[config.mk]
export PLATFORM = sky130hd
export DESIGN_NAME = alu_ccr_ctrl
export DESIGN_NICKNAME = d
export VERILOG_FILES = /design/src/rtl/alu_ccr_ctrl.sv
export SDC_FILE = /design/constraint.sdc
export NUM_CORES = 1
export LEC_CHECK = 0
export CORE_MARGIN = 3
export CORE_UTILIZATION = 40
export CTS_CLUSTER_DIAMETER = 100
export DETAILED_ROUTE_END_ITERATION = 10
export MAX_ROUTING_LAYER = met4
export PLACE_DENSITY = 0.76
export SYNTH_ARGS = -nofsm -noshare
export SYNTH_HDL_FRONTEND = slang
export SYNTH_SLANG_ARGS = --single-unit
[constraint.sdc]
create_clock -name clk -period 2.1 [get_ports clk]
set_clock_uncertainty 0.15 [all_clocks]
set_input_delay 0.42 -clock clk [delete_from_list [all_inputs] [get_ports clk]]
set_output_delay 0.42 -clock clk [all_outputs]
set_load 0.05 [all_outputs]
[src/rtl/alu_ccr_ctrl.sv]
`default_nettype none
// ============================================================================
// Module      : alu_ccr_ctrl
// Description : Condition-code register controller for the EX-stage ALU.
//               Commits ALU flags into the CCR under a per-function update
//               mask, applies SETC/CLRC and conditional-jump flag consumption,
//               and keeps a small CCR save stack for interrupt entry / RTI.
//               CCR layout: bit0 = Z, bit1 = N, bit2 = C.
// Ports       : clk, rst (async, active-high)
//               alu_valid/alu_func/alu_flags : committing ALU op and its flags
//               setc/clrc                    : carry set / clear instructions
//               jmp_cond/jmp_taken           : conditional jump flag consume
//               save/restore                 : CCR push (IRQ entry) / pop (RTI)
//               ccr                          : registered architectural CCR
//               stack_full/stack_empty       : registered stack occupancy
//               stack_err                    : sticky overflow/underflow/conflict
//               ccr_fwd (CCR_FWD_EN only)    : combinational next CCR value
// Options     : define CCR_FWD_EN to add the ccr_fwd forwarding output.
// Revision    : 1.0 - initial release
// ============================================================================
module alu_ccr_ctrl #(
    parameter int DEPTH  = 4,
    parameter int FLAG_W = 3
) (
    input  logic              clk,
    input  logic              rst,
    input  logic              alu_valid,
    input  logic [3:0]        alu_func,
    input  logic [15:0]       alu_flags,
    input  logic              setc,
    input  logic              clrc,
    input  logic [1:0]        jmp_cond,
    input  logic              jmp_taken,
    input  logic              save,
    input  logic              restore,
    output logic [FLAG_W-1:0] ccr,
    output logic              stack_full,
    output logic              stack_empty,
    output logic              stack_err
`ifdef CCR_FWD_EN
    ,
    output logic [FLAG_W-1:0] ccr_fwd
`endif
);

    localparam int AW = $clog2(DEPTH);
    localparam int CW = AW + 1;
    localparam logic [CW-1:0] C_DEPTH = CW'(DEPTH);
    localparam int C_BIT_Z = 0;
    localparam int C_BIT_N = 1;
    localparam int C_BIT_C = 2;

    logic [FLAG_W-1:0] r_ccr;
    logic [CW-1:0]     r_count;
    logic              r_full;
    logic              r_empty;
    logic              r_err;
    logic [FLAG_W-1:0] r_stack [DEPTH];

    logic [FLAG_W-1:0] w_ccr_jmp;
    logic [FLAG_W-1:0] w_ccr_sc;
    logic [FLAG_W-1:0] w_mask;
    logic [FLAG_W-1:0] w_ccr_alu;
    logic [FLAG_W-1:0] w_ccr_nxt;
    logic [CW-1:0]     w_count_nxt;
    logic [AW-1:0]     w_top_idx;
    logic              w_push;
    logic              w_pop;
    logic              w_err_ev;
    logic              w_unused;

    // Only the low FLAG_W ALU flag bits are architectural.
    assign w_unused = ^alu_flags[15:FLAG_W];

    // Which CCR bits a committing ALU function is allowed to write.
    function automatic logic [FLAG_W-1:0] f_mask(input logic [3:0] func);
        logic [FLAG_W-1:0] m;
        m = '0;
        case (func)
            4'b0101, 4'b1010, 4'b1011: begin
                m[C_BIT_Z] = 1'b1;
                m[C_BIT_N] = 1'b1;
            end
            4'b0110, 4'b0111, 4'b1000, 4'b1001, 4'b1100, 4'b1101: begin
                m[C_BIT_Z] = 1'b1;
                m[C_BIT_N] = 1'b1;
                m[C_BIT_C] = 1'b1;
            end
            default: m = '0;
        endcase
        return m;
    endfunction

    // Save and restore in the same cycle cancel each other and flag an error.
    assign w_push   = save && !restore && (r_count != C_DEPTH);
    assign w_pop    = restore && !save && (r_count != '0);
    assign w_err_ev = (save && restore)
                   || (save && !restore && (r_count == C_DEPTH))
                   || (restore && !save && (r_count == '0));

    // Lower AW bits wrap naturally: count==DEPTH gives index DEPTH-1.
    assign w_top_idx = r_count[AW-1:0] - AW'(1);

    // Priority chain: jump clear < setc/clrc < ALU update < stack pop.
    always_comb begin
        w_ccr_jmp = r_ccr;
        if (jmp_taken) begin
            case (jmp_cond)
                2'b01:   w_ccr_jmp[C_BIT_Z] = 1'b0;
                2'b10:   w_ccr_jmp[C_BIT_N] = 1'b0;
                2'b11:   w_ccr_jmp[C_BIT_C] = 1'b0;
                default: w_ccr_jmp = r_ccr;
            endcase
        end

        w_ccr_sc = w_ccr_jmp;
        if (setc && !clrc) begin
            w_ccr_sc[C_BIT_C] = 1'b1;
        end else if (clrc && !setc) begin
            w_ccr_sc[C_BIT_C] = 1'b0;
        end

        w_mask    = alu_valid ? f_mask(alu_func) : '0;
        w_ccr_alu = (w_ccr_sc & ~w_mask) | (alu_flags[FLAG_W-1:0] & w_mask);

        w_ccr_nxt = w_pop ? r_stack[w_top_idx] : w_ccr_alu;
    end

    always_comb begin
        w_count_nxt = r_count;
        if (w_push) begin
            w_count_nxt = r_count + CW'(1);
        end else if (w_pop) begin
            w_count_nxt = r_count - CW'(1);
        end
    end

    always_ff @(posedge clk or posedge rst) begin
        if (rst) begin
            r_ccr   <= '0;
            r_count <= '0;
            r_full  <= 1'b0;
            r_empty <= 1'b1;
            r_err   <= 1'b0;
        end else begin
            r_ccr   <= w_ccr_nxt;
            r_count <= w_count_nxt;
            r_full  <= (w_count_nxt == C_DEPTH);
            r_empty <= (w_count_nxt == '0);
            r_err   <= r_err | w_err_ev;
        end
    end

    // Stack storage needs no reset; occupancy is tracked by r_count.
    // The pushed value is the pre-update CCR.
    always_ff @(posedge clk) begin
        if (w_push) begin
            r_stack[r_count[AW-1:0]] <= r_ccr;
        end
    end

    assign ccr         = r_ccr;
    assign stack_full  = r_full;
    assign stack_empty = r_empty;
    assign stack_err   = r_err;

`ifdef CCR_FWD_EN
    assign ccr_fwd = w_ccr_nxt;
`endif

endmodule
`default_nettype wire

==> results.json, run 1 <==
{
  "dr.pass1.iters": 4,
  "fmaxAchievable_mhz": 495,
  "cts_resized": 0,
  "critPathKind": "flop to output port",
  "startpoint_type": "flop",
  "die_area_sq_um": 3360,
  "cts-hold-fix-buffers": 0,
  "ys.flop_type": "edfxtp_1",
  "area_growth_pct": 28.9,
  "avgSynthCellArea_sq_um": 12.4,
  "synth_seq_area_share_pct": 54.3,
  "layout_common_cells": "clkdlybuf4s50_1, edfxtp_1, buf_4, a21oi_1, dfrtp_1",
  "num-nets-final": 154,
  "start_util_pct": 42.9,
  "fin_crit_sh_pct": 96.1,
  "cp_slowest_cell": "clkdlybuf4s50_1",
  "synth_edf_count": 12,
  "clockBufferDepth": 2,
  "avgViaCountPerCell": 5.38,
  "met3_length_um": 88,
  "drive_above_1_share_pct": 20.3,
  "port_buffers": 22,
  "overflow": 0,
  "max-cap-violations": 0,
  "drt_iter0_markers": 28,
  "grt_pass1_wl_um": 3570,
  "rsz0062_at_grt": "false",
  "fin_ws_ns": 0.0815,
  "clk_pin_slew_ns": 0.13,
  "num_rows": 18,
  "avgRoutedWirePerCell_um": 14.8,
  "post_cts_buffers": 0,
  "n_antenna_cell": 0,
  "hpwl_um": 1740,
  "p_leak_nw": 0.543,
  "ys_types": 36,
  "peakVddDrop_uv": 685,
  "slew_viol_final": 0,
  "drc_errors": 0,
  "worstPathArrival_ns": 1.45,
  "final_common_cell": "clkdlybuf4s50_1",
  "die_w_um": 58.0,
  "path_buf_inv": 1,
  "worst_hold_path_type": "input pin to async pin",
  "antenna_left": 0,
  "final.setup.tns_ns": 0,
  "place_congestion": 0.746,
  "vias": 796,
  "relSlewSlack_pct": 67.0,
  "htreeDepth": 1,
  "required_ns": 1.53,
  "wl_met2_um": 1070,
  "final.min_clock_period_ns": 2.02,
  "report.final.hold_viol_count": 0,
  "netlist_area_sq_um": 1080,
  "synth_cells": 87,
  "highest_layer": "met4",
  "grt_antenna_before_repair": 0,
  "syn-num-nets": 122,
  "die_y_um": 58.0,
  "grt_usage_pct": 14.4,
  "multi_input_area_sq_um": 474,
  "synthArstFlopShare_pct": 42.9,
  "setup_viol": 0,
  "outcome": "complete, no violations",
  "end_kind": "output port",
  "clk-insertion-delay-late_ns": 0.31,
  "ys_warn_count": 0,
  "ios": 36,
  "cpPeakStageDelay_ns": 0.79,
  "m1WireLength_um": 1020,
  "seq_area_sq_um": 587,
  "critical_path.top_delay_family": "buffers and inverters",
  "grt_pass1_vias": 811,
  "dp_slack_ns": -0.0257,
  "power_density_nw_per_um2": 1170,
  "core_area_sq_um": 2520,
  "worst_pin_slew_ns": 0.493,
  "ys_ff_latch": 21,
  "wl_um": 2190,
  "cts_tree": "done",
  "worstPathMaxFanout": 1,
  "clock_sinks": 21,
  "nFillCells": 234,
  "root_buffer": "clkbuf_4",
  "crit_chain": "clkdlybuf4s50_1",
  "grt_max_degree": 13,
  "cts_buffers": 3
}
final timing paths:
kind | endpoint | startpoint | slack [ns] | cells after the start
worst max-delay path | stack_full | stack_full | 0.08 | 1
worst min-delay path | stack_full | rst | 0.20 | 2
worst max register to register | stack_full | r_count[1] | 0.16 | 6
worst min register to register | stack_err | stack_err | 0.35 | 1
max in group asynchronous | stack_empty | rst | 1.30 | 2
min in group clk | stack_err | stack_err | 0.35 | 1
metal layers:
metal / vias to the layer above / global-route usage, %
li1: 394 / -
met1: 383 / 18.5
met2: 17 / 23.9
met3: 2 / 4.23
met4: 0 / 0.993
met5: - / -
final cells by class:
cell class,instances,share of cell area (%)
Clock inverter,1,0.359
Tap cell,30,2.69
Multi-Input combinational cell,61,34.0
Sequential cell,21,42.1
Inverter,4,1.08
Clock buffer,3,1.62
Timing Repair Buffer,28,18.1
cell usage after synthesis, types with 2 or more instances:
cell	count	area share, %
nand2b_1	3	1.7
o31ai_1	2	1.4
mux4_2	3	6.2
dfrtp_1	8	19
a21oi_1	8	3.7
ha_1	5	5.8
nor2_1	3	1.0
nor3_1	2	0.93
and2_1	3	1.7
nand3_1	2	0.93
inv_1	4	1.4
nor2b_1	3	1.7
nand2_1	4	1.4
edfxtp_1	12	33
or2_0	2	1.2
o21ai_0	3	1.4
sequential cells by signal, indices dropped and copies added (netlist names), named ones only:
signal       flops
r_count          3
stack_err        1
r_stack         12
stack_full       1
ccr              1
stack_empty      1
power breakdown:
part	internal, mW	switching, mW	leakage (nW)	total, mW
Clock	0.0711	0.128	0.0177	0.199
Combinational	0.330	0.441	0.313	0.771
Sequential	0.568	0.0947	0.212	0.662
Total	0.968	0.664	0.543	1.63
cell families after synthesis:
logic type                 synth area share [%]
and+or+nand+nor                            15.7
AOI/OAI and AO/OA                          14.4
DFF                                        54.3
buffers and inverters                      1.85
adders and majority gates                  5.79
muxes                                      7.18
xor gates and xnor gates                  0.810
metrics by stage:
step / instance area (sq um) / std cells / util (%) / total power, mW / hold slack [ns]
finish: 1390 / 148 / 55.3 / 1.63 / 0.204
global route: 1390 / 148 / 55.3 / 1.73 / 0.236
CTS: 1390 / 148 / 55.3 / 1.64 / 0.217
detailed placement: 1370 / 144 / 54.2 / 1.44 / 0.326
global placement: 1370 / 144 / 54.2 / 1.42 / 0.314
floorplan: 1080 / 87 / - / 1.19 / 0.0972
No activity file was read; power rests on OpenSTA's default activity.
==> run 2: changes to the inputs <==
Settings changed: MAX_ROUTING_LAYER met4 to default.
==> run 2 against run 1 <==
Routed wire length up 0.41%. Setup slack improved by 0.00095 ns. Count of clock-buffer cells in the layout is the same. Highest routed layer unchanged. Power is 0.14% higher. Clock power barely moved.
==> results.json, run 2 (same netlist as run 1, synthesis figures left out) <==
{
  "outcome": "complete, no violations",
  "p_leak_nw": 0.543,
  "die_y_um": 58.0,
  "relSlewSlack_pct": 67.0,
  "critical_path.top_delay_family": "buffers and inverters",
  "worst_pin_slew_ns": 0.493,
  "grt_pass1_vias": 814,
  "hold_ws_ns": 0.205,
  "max-cap-violations": 0,
  "crit_chain": "clkdlybuf4s50_1",
  "power_mw": 1.63,
  "required_ns": 1.53,
  "dr.pass1.iters": 4,
  "cts_tree": "done",
  "hpwl_um": 1740,
  "grt_pass1_wl_um": 3570,
  "fmaxAchievable_mhz": 496,
  "peakVddDrop_uv": 691,
  "post_cts_buffers": 0,
  "overflow": 0,
  "final.setup.tns_ns": 0,
  "place_area_sq_um": 1370,
  "cts_buffers": 3,
  "grt_usage_pct": 14.0,
  "root_buffer": "clkbuf_4",
  "grt_antenna_before_repair": 0,
  "cpPeakStageDelay_ns": 0.79,
  "critPathKind": "flop to output port",
  "port_buffers": 22,
  "worst_hold_path_type": "input pin to async pin",
  "layout_common_cells": "clkdlybuf4s50_1, edfxtp_1, buf_4, a21oi_1, dfrtp_1",
  "htreeDepth": 1,
  "avgViaCountPerCell": 5.47,
  "final_common_cell": "clkdlybuf4s50_1",
  "clk-insertion-delay-late_ns": 0.31,
  "final.min_clock_period_ns": 2.02,
  "start_util_pct": 42.9,
  "antenna_left": 0,
  "place_congestion": 0.737,
  "clockBufferDepth": 2,
  "num_rows": 18,
  "finalInstanceArea_sq_um": 1390,
  "die_area_sq_um": 3360,
  "cts-hold-fix-buffers": 0,
  "num-nets-final": 154,
  "startpoint_type": "flop",
  "core_area_sq_um": 2520,
  "nFillCells": 234,
  "cts_resized": 0,
  "drive_above_1_share_pct": 20.3,
  "clock_sinks": 21,
  "r2r_slack_ns": 0.15,
  "largest_reg_flops": 12,
  "n_antenna_cell": 0,
  "avgRoutedWirePerCell_um": 14.8,
  "vias": 809,
  "power_density_nw_per_um2": 1170,
  "rsz0062_at_grt": "false",
  "drt_iter0_markers": 34,
  "worstPathArrival_ns": 1.45,
  "end_kind": "output port",
  "worstPathMaxFanout": 1,
  "area_growth_pct": 28.9,
  "slew_viol_final": 0,
  "wl_um": 2200,
  "report.final.hold_viol_count": 0,
  "ios": 36,
  "path_buf_inv": 1,
  "fin_crit_sh_pct": 96.1,
  "grt_max_degree": 13,
  "die_w_um": 58.0,
  "clk_pin_slew_ns": 0.12,
  "setup_viol": 0,
  "drc_errors": 0,
  "cp_slowest_cell": "clkdlybuf4s50_1"
}
==> run 2: cell counts in the layout (fill, tap and decap cells not counted) <==
No cell type changed its count.
==> run 2: per-layer routing <==
metal	up-vias	part of all wire, %	global-route usage (%)
li1	394	-	-
met1	391	46	18.5
met2	22	49	23.9
met3	2	4.3	4.23
met4	0	0.55	0.993
met5	-	0	0
==> run 2: area by class of cell <==
type	instances	area [sq um]	area share, %
clock inverters	1	5.00	0.359
well taps	30	37.5	2.69
clock buffers	3	22.5	1.62
inverters	4	15.0	1.08
multi-input cells	61	474	34.0
repair buffers	28	253	18.1
flip-flops and latches	21	587	42.1
==> run 2: power by group <==
group          leakage [nW]  switching, mW  internal [mW]
clock network        0.0177          0.128         0.0711
registers             0.212         0.0947          0.568
logic                 0.313          0.443          0.330
total                 0.543          0.666          0.969
==> run 2: through the flow <==
stage          utilization (%)  cells  setup slack [ns]
2_1_floorplan                -     87             0.146
3_3_place_gp              54.2    144            0.0105
3_5_place_dp              54.2    144           -0.0257
4_1_cts                   55.3    148            0.0701
5_1_grt                   55.3    148            0.0279
6_report                  55.3    148            0.0825
==> run 2: final timing paths <==
path | from | to | cells after the start
setup / recovery | stack_full | stack_full | 1
hold / removal | rst | stack_full | 2
setup reg to reg | r_count[1] | stack_full | 6
hold reg to reg | stack_err | stack_err | 1
max in group asynchronous | rst | stack_empty | 2
min in group clk | stack_err | stack_err | 1
==> run 3: changes to the inputs <==
Settings changed: ABC_CLOCK_PERIOD_IN_PS from default to 2100, SETUP_SLACK_MARGIN from default to 0.2.
==> run 3 against run 2 <==
Combinational power rose by 10%. Via count shrank 2.0%. Non-clock buffer count grew 1. Design area rose by 1.3%. Largest cell class unchanged. First-iteration DRC count shrank 59%. Global-route usage about the same. Worst hold slack gained 0.028 ns. Sequential power is 2% lower. Die area stayed put. Setup slack improved by 0.21 ns. Critical path type is now input pin to flop. Maximum frequency grew 12%.
==> results.json, run 3 (same netlist as run 1, synthesis figures left out) <==
{
  "hpwl_um": 1790,
  "grtUsageMet1_pct": 18.7,
  "n_antenna_cell": 0,
  "startpoint_type": "input pin",
  "required_ns": 1.96,
  "grt_pass1_vias": 761,
  "drt_iter0_markers": 14,
  "use_met3_pct": 2.90,
  "switchingPower_mw": 0.684,
  "critPathKind": "input pin to flop",
  "num_rows": 18,
  "top_usage_layer": "met2",
  "worst_hold_path_type": "input pin to async pin",
  "reg2reg_depth": 6,
  "vias": 793,
  "pwr-share-seq_pct": 38.4,
  "num-nets-final": 155,
  "avgViaCountPerCell": 5.32,
  "place_inst": 144,
  "die_w_um": 58.0,
  "place_congestion": 0.739,
  "grt_pass1_wl_um": 3560,
  "hold_ws_ns": 0.232,
  "cts-hold-fix-buffers": 0,
  "layout_common_cells": "clkdlybuf4s50_1, buf_4, edfxtp_1, a21oi_1, dfrtp_1",
  "peakVddDrop_uv": 653,
  "cts_buffers": 3,
  "grt_usage_pct": 14.1,
  "dr.pass1.iters": 4,
  "clk_pin_slew_ns": 0.12,
  "relSlewSlack_pct": 66.7,
  "max-cap-violations": 0,
  "reg2reg_to": "stack_empty",
  "intPower_mw": 1.01,
  "cts_tree": "done",
  "largest_reg_flops": 12,
  "avgRoutedWirePerCell_um": 15.2,
  "die_y_um": 58.0,
  "grt_max_degree": 13,
  "core_area_sq_um": 2520,
  "comb_power_share_pct": 50.2,
  "clock_sinks": 21,
  "clk-insertion-delay-late_ns": 0.30,
  "die_area_sq_um": 3360,
  "end_kind": "flop",
  "start_util_pct": 42.9,
  "slew_viol_final": 0,
  "worstReg2RegStart": "r_count[1]",
  "clock_power_share_pct": 11.3,
  "final.min_clock_period_ns": 1.80,
  "final_common_cell": "clkdlybuf4s50_1",
  "worstPathMaxFanout": 5,
  "htreeDepth": 1,
  "ios": 36,
  "grtUsageMet2_pct": 23.2,
  "clockBufferDepth": 2,
  "drive_above_1_share_pct": 23.5,
  "drc_errors": 0,
  "swShare_pct": 40.4,
  "area_growth_pct": 30.7,
  "port_buffers": 22,
  "antenna_left": 0,
  "worst_pin_slew_ns": 0.501,
  "report.final.hold_viol_count": 0,
  "power_density_nw_per_um2": 1200,
  "setup_viol": 0,
  "p_leak_nw": 0.549,
  "fin_crit_sh_pct": 85.8,
  "r2r_slack_ns": 0.30,
  "wl_um": 2270,
  "layoutNonFillerInstCount": 149,
  "nFillCells": 230,
  "outcome": "complete, no violations",
  "root_buffer": "clkbuf_4",
  "worstPathArrival_ns": 1.66,
  "overflow": 0,
  "grt_antenna_before_repair": 0,
  "fmaxAchievable_mhz": 555,
  "rsz0062_at_grt": "false"
}
==> run 3: how the worst max path moves through the flow <==
stage / from / cells past startpoint / to
6_report: restore / 4 / r_stack[3][0]
3_3_place_gp: restore / 4 / r_stack[3][1]
4_1_cts: r_count[1] / 6 / stack_empty
2_1_floorplan: r_count[0] / 7 / stack_empty
5_1_grt: r_count[0] / 6 / stack_empty
3_5_place_dp: restore / 4 / r_stack[3][1]
==> run 3: cell type report <==
| cell class | count | area [sq um] | area share (%) |
|---|---|---|---|
| flip-flops and latches | 21 | 587 | 41.5 |
| multi-input cells | 61 | 487 | 34.5 |
| repair buffers | 29 | 259 | 18.3 |
| well taps | 30 | 37.5 | 2.66 |
| clock buffers | 3 | 22.5 | 1.59 |
| inverters | 4 | 15.0 | 1.06 |
| clock inverters | 1 | 5.00 | 0.354 |
==> run 3: through the flow <==
stage                     cell area, sq um  utilization (%)  power, mW  setup TNS (ns)  setup slack (ns)
final                                 1410             56.0       1.70               0             0.297
after global placement                1370             54.3       1.43               0            0.0233
after global routing                  1410             56.0       1.79               0             0.240
after detailed placement              1370             54.3       1.46          -0.113           -0.0274
after floorplan                       1090                -       1.21               0             0.209
after CTS                             1410             55.7       1.69               0             0.266
==> run 3: critical path, stage by stage <==
cell             delay [ns]
clkdlybuf4s50_1        0.47
nand2b_1               0.19
a21oi_1                0.29
and2_1                 0.28
==> run 3: metal layers <==
metal	routed length [um]	vias up
met5	0	-
met4	16	0
met3	83	4
met2	1140	17
met1	1030	382
li1	-	390
==> run 3: power by group through the flow <==
stage,Combinational [mW],Sequential [mW],Clock [mW]
after floorplan,0.415,0.791,0
after global placement,0.768,0.659,0
after detailed placement,0.792,0.667,0
after CTS,0.829,0.660,0.199
after global routing,0.904,0.666,0.222
final,0.852,0.652,0.192
==> run 3: what timing repair did <==
item                                    CTS  global route
endpoints found under the setup margin    3             2
setup buffers                             0             1
cloned                                    0             0
resized for setup                         3             0
